**src/rtl/data_mem_arbiter.sv**
```systemverilog
// data_mem_arbiter: shares one single-port synchronous RAM (1-cycle read
// latency) between a processor port and a debug-controller port.
// Grants are combinational in the request cycle; read data returns one cycle
// later on the port that issued the read.
// Optional starvation guard: define DATA_MEM_ARB_STARVE_GUARD_EN.
module data_mem_arbiter #(
  parameter int WORD_SIZE    = 18,
  parameter int STARVE_LIMIT = 15
) (
  input  logic                 clock,
  input  logic                 reset,
  input  logic                 cpu_req,
  input  logic                 cpu_wren,
  input  logic [15:0]          cpu_address,
  input  logic [WORD_SIZE-1:0] cpu_write,
  output logic                 cpu_grant,
  output logic [WORD_SIZE-1:0] cpu_read,
  output logic                 cpu_read_valid,
  input  logic                 dbg_req,
  input  logic                 dbg_wren,
  input  logic                 dbg_lock,
  input  logic [15:0]          dbg_address,
  input  logic [WORD_SIZE-1:0] dbg_write,
  output logic                 dbg_grant,
  output logic [WORD_SIZE-1:0] dbg_read,
  output logic                 dbg_read_valid,
  output logic [15:0]          mem_address,
  output logic [WORD_SIZE-1:0] mem_write,
  output logic                 mem_wren,
  input  logic [WORD_SIZE-1:0] mem_read
);

  // The starve counter is 4 bits wide, so only 1..15 is meaningful.
  if (STARVE_LIMIT < 1 || STARVE_LIMIT > 15) begin : g_limit_check
    $error("data_mem_arbiter: STARVE_LIMIT must be in 1..15");
  end

  // State records who owned the access issued in the previous cycle.
  typedef enum logic [1:0] {IDLE, CPU, DBG, DBG_LOCK} state_t;

  state_t               state, state_next;
  logic [15:0]          addr_q;
  logic                 cpu_pend, dbg_pend;
  logic [WORD_SIZE-1:0] cpu_read_q, dbg_read_q;
  logic                 starved;

`ifdef DATA_MEM_ARB_STARVE_GUARD_EN
  localparam logic [3:0] LIMIT = 4'(STARVE_LIMIT);
  logic [3:0] starve_cnt;

  assign starved = dbg_req && (starve_cnt >= LIMIT);

  // Count consecutive cycles debug asked and was refused; saturates at 15.
  always_ff @(posedge clock or posedge reset) begin
    if (reset)
      starve_cnt <= '0;
    else if (!dbg_req || dbg_grant)
      starve_cnt <= '0;
    else if (starve_cnt != 4'hF)
      starve_cnt <= starve_cnt + 4'd1;
  end
`else
  assign starved = 1'b0;
`endif

  // State register.
  always_ff @(posedge clock or posedge reset) begin
    if (reset) state <= IDLE;
    else       state <= state_next;
  end

  // Grant decision and next owner. While locked, debug keeps the bus as long
  // as it holds lock or still requests; once both drop, normal priority
  // applies in that same cycle.
  always_comb begin
    cpu_grant  = 1'b0;
    dbg_grant  = 1'b0;
    state_next = IDLE;
    if (!reset) begin
      if (state == DBG_LOCK && (dbg_req || dbg_lock))
        dbg_grant = dbg_req;
      else if (starved)
        dbg_grant = 1'b1;
      else if (cpu_req)
        cpu_grant = 1'b1;
      else if (dbg_req)
        dbg_grant = 1'b1;

      if (cpu_grant)
        state_next = CPU;
      else if (dbg_grant)
        state_next = dbg_lock ? DBG_LOCK : DBG;
      else if (state == DBG_LOCK && dbg_lock)
        state_next = DBG_LOCK;
    end
  end

  // Memory port steering; the address parks on the last driven value.
  assign mem_address = dbg_grant ? dbg_address :
                       cpu_grant ? cpu_address : addr_q;
  assign mem_write   = dbg_grant ? dbg_write : cpu_write;
  assign mem_wren    = (cpu_grant && cpu_wren) || (dbg_grant && dbg_wren);

  // Remember the last address put on the bus.
  always_ff @(posedge clock or posedge reset) begin
    if (reset)                       addr_q <= '0;
    else if (cpu_grant || dbg_grant) addr_q <= mem_address;
  end

  // Track reads in flight; reset drops them so no stale valid appears.
  always_ff @(posedge clock or posedge reset) begin
    if (reset) begin
      cpu_pend <= 1'b0;
      dbg_pend <= 1'b0;
    end else begin
      cpu_pend <= cpu_grant && !cpu_wren;
      dbg_pend <= dbg_grant && !dbg_wren;
    end
  end

  // Capture delivered read data so the read outputs hold between pulses.
  always_ff @(posedge clock or posedge reset) begin
    if (reset) begin
      cpu_read_q <= '0;
      dbg_read_q <= '0;
    end else begin
      if (cpu_pend) cpu_read_q <= mem_read;
      if (dbg_pend) dbg_read_q <= mem_read;
    end
  end

  assign cpu_read_valid = cpu_pend;
  assign dbg_read_valid = dbg_pend;
  assign cpu_read       = cpu_pend ? mem_read : cpu_read_q;
  assign dbg_read       = dbg_pend ? mem_read : dbg_read_q;

endmodule

```
**config.mk**
```make
export PLATFORM = sky130hd
export DESIGN_NAME = data_mem_arbiter
export DESIGN_NICKNAME = d
export VERILOG_FILES = /design/src/rtl/data_mem_arbiter.sv
export SDC_FILE = /design/constraint.sdc
export NUM_CORES = 1
export LEC_CHECK = 0
export ABC_AREA = 1
export CAP_MARGIN = 10
export CORE_UTILIZATION = 34
export CTS_CLUSTER_SIZE = 10
export DETAILED_ROUTE_END_ITERATION = 12
export PLACE_DENSITY = 0.77
export SLEW_MARGIN = 20
export SYNTH_ARGS = -nofsm -noshare
export SYNTH_HDL_FRONTEND = slang
export SYNTH_SLANG_ARGS = --single-unit
export TNS_END_PERCENT = 1
```
**constraint.sdc**
```tcl
create_clock -name clock -period 1.7 [get_ports clock]
set_input_delay 0.17 -clock clock [delete_from_list [all_inputs] [get_ports clock]]
set_output_delay 0.17 -clock clock [all_outputs]
set_load 0.005 [all_outputs]
```
==> results.md <==
- Power after layout: 0.00408 W
- RSZ-0062 raised after global routing: true
- Via count: 2,952
- Clock buffer depth: 2
- Layout cells sized above 1: 0.405
- Max incr delay on CP: 0.38 ns
- Yosys reg bits: 56
- Setup ws final: -0.183 ns
- Hold Buf Count CTS: 0
- Failing checks: setup timing
- Initial antenna violation count: 0
- # DRC: 0
- Sequential fraction of the synthesis area: 0.488
- HP Class: in -> async
- Adder-cell share of the synthesized area: 0
- CP arrival: between 1.5 and 2 ns
- Delay-heaviest family, CP: buffers and inverters
- Final TNS setup: -3.58 ns
- Bufs and invs on worst path: 4
- Vias in the first global route: approximately 3,100
- Yosys top cell by area: dfrtp_1
- Mux cell area share after synthesis: 0.141
- Fin. Hold Viols: 0
- Syn Area/Cell: 9.20 um^2
- Clk slew on worst S/H paths: about 0.1 ns
- Max_cap viols: 0
- Drt wl/cell: 14.9 um
- Top-count cell post-synth: nand2_1
- Site Rows: 33
- Worst rel slew slack: 0.721
- NumNets Final: 621
- Worst Tran Pin Value: 0.419 ns
- Post-Syn Nets: just over 400
- Final slew viol count: 0
- Clk_lat worst skew: 0.30 ns
- Crit-path cells: nand2_1, inv_2, nand2_4, nand2_4, nand2_8, buf_12, buf_12, nand3_2, nand2_2, clkdlybuf4s15_2
- Top cells by count, synth: 112 x nand2_1, 56 x dfrtp_1, 36 x mux2_2, 35 x inv_1
- F_max: 0.531 GHz
- Boundary Pins: about 170
- Drt first pass iters: 4
- PortBufs: about 170
- CTS tree: done
- Max VDD drop: 0.000380 V
- WP data required: 1.53 ns
- CP startpoint kind: flip-flop
- Post-synth EDFFs: 0
- CTS Buf Count: 5
- Root Buffer: clkbuf_8
- Post-Syn Area: between 2000 and 3000 um^2
- Core area: 8180 um^2
- CTS HTree Levels: 2
- Cells after Synth: 312
- Period minus WS final: 1.88 ns
- Setup-failing EPs final: 44
- Crit-path max FO: 4
- GR Overflow Total: 0
- Critical-path top delay cell: dfrtp_1
- Setup CP Type: reg -> out
- Synth top area cells: dfrtp_1 49%, nand2_1 15%, mux2_2 14%
- Syn-to-layout area delta: 89.5%
- Final WL: 9440 um
- Initial drt markers: 53
- Post-route ant nets: 0
- Status: complete, but fails checks
- Pwr dens: 751 nW/um^2
- Period utilisation layout: 1.11
- Die area: 8820 um^2
- Post-DP HPWL: between 6000 and 7000 um
- Final estimated routing congestion in global placement: 0.836
- Area share of the largest cell type after synthesis: 0.488
- Post-synthesis compound-gate area fraction: 0.00523
- First-pass GRT wire length: 14,700 um
- Yosys cell types: 18
- Synth Area in XOR/XNOR: 0
- Clock Sinks: 56
- Starting Density: 0.351
- Vias/cell: 4.66
- Simple-Gate Fraction of Synth Area: 0.274
- Largest net degree at the start of global routing: 34
- Fin util: 0.665
- Lkg Pwr: 2.84 nW
- Die Height: about 94 um
- Async set or reset register ratio after synthesis: 1.00
- CP endpoint kind: output port
- Top FF cell, synth: dfrtp_1
- Largest family of logic cells by synthesized area: simple AND/OR/NAND/NOR gates
- Total number of yosys warnings: 0
- Die Wd: 93.9 um
- GRT Total Usage: 0.219
- Clock skew: between 0.006 and 0.007 ns
- ANT cells: 0
==> area by class of cell <==
cell class,count,area [um^2]
tap,105,131
timing repair inverter,2,36.3
clock buffer,5,68.8
inverter,39,163
sequential,56,1400
fill,650,2740
timing repair buffer,222,2100
clock inverter,2,60.1
multi-input combinational,202,1480
==> tightest hold or removal path: stages <==
cell and delay (ns):
clkdlybuf4s50_1 0.45, buf_4 0.15, inv_2 0.10, buf_12 0.17
==> power breakdown <==
part           internal (W)  total (W)  switching [W]
combinational      0.000857    0.00146       0.000600
sequential          0.00157    0.00163      0.0000613
clock              0.000580   0.000994       0.000414
==> sequential cells by signal, indices dropped and copies added (netlist names) <==
name / count
state: 2
cpu_read_valid: 1
cpu_read_q: 18
dbg_read_valid: 1
dbg_read_q: 18
addr_q: 16
==> stage by stage <==
| step | hold WS, ns | cells | instance area (um^2) | setup WS [ns] |
|---|---|---|---|---|
| 6_report | 0.397 | 633 | 5440 | -0.183 |
| 5_1_grt | 0.400 | 633 | 5440 | -0.291 |
| 4_1_cts | 0.395 | 632 | 5390 | -0.200 |
| 3_5_place_dp | 0.485 | 598 | 4830 | -0.442 |
| 3_3_place_gp | 0.479 | 598 | 4830 | -0.399 |
| 2_1_floorplan | 0.233 | 312 | 2870 | 0.0187 |
==> kinds of logic (layout without fill, tap and decap cells) <==
kind of cell,count (synthesis),count (layout)
compound gates,3,3
buf+inv,54,270
simple gates,163,163
mux,36,36
flops,56,56
==> repair_timing <==
item | CTS | global route
pin swaps | 14 | 9
gates resized for setup | 228 | 71
buffers inserted | 20 | 2
endpoints found under the setup margin | 73 | 66
gates cloned | 7 | 0
==> layer usage <==
metal  global-route usage  part of all wire  up-vias
li1                     -                 -     1409
met1                0.231              0.37     1388
met2                0.411              0.53      138
met3               0.0631             0.084       17
met4               0.0744             0.022        0
met5                    0                 0        -
==> placed cells by master, fill, tap and decap left out <==
cell / Yosys / final
buf_12: 1 / 7
mux2_4: 0 / 18
nand4_1: 16 / 16
dfrtp_2: 0 / 1
nand3_1: 16 / 2
nand2_4: 13 / 16
inv_1: 35 / 34
dlygate4sd2_1: 0 / 20
buf_6: 2 / 11
buf_8: 0 / 3
nor2_2: 0 / 1
bufinv_16: 0 / 2
mux2_2: 36 / 18
bufbuf_16: 0 / 1
nand2_8: 0 / 1
inv_2: 3 / 4
buf_16: 0 / 2
clkbuf_2: 0 / 14
inv_16: 0 / 2
clkdlybuf4s15_1: 0 / 12
a21oi_1: 1 / 1
clkbuf_8: 0 / 5
nand2_2: 1 / 33
clkdlybuf4s50_1: 0 / 93
nand3_2: 0 / 12
inv_12: 0 / 1
buf_4: 3 / 34
nand3_4: 1 / 3
nand2_1: 112 / 76
clkdlybuf4s15_2: 0 / 4
dfrtp_1: 56 / 55
buf_2: 9 / 21
nor2_1: 4 / 3
o21ai_0: 2 / 2
==> final timing paths <==
kind	start	to	slack, ns	cells after the start
max	state[0]	mem_address[9]	-0.18	10
min	reset	addr_q[9]	0.40	4
max reg2reg	state[1]	dbg_read_valid	0.23	11
min reg2reg	cpu_read_q[0]	cpu_read_q[0]	0.50	1
max in group asynchronous	reset	cpu_read_q[17]	0.67	5
min in group clock	dbg_address[8]	addr_q[8]	0.46	3
Power figures use the tool's default switching activity.
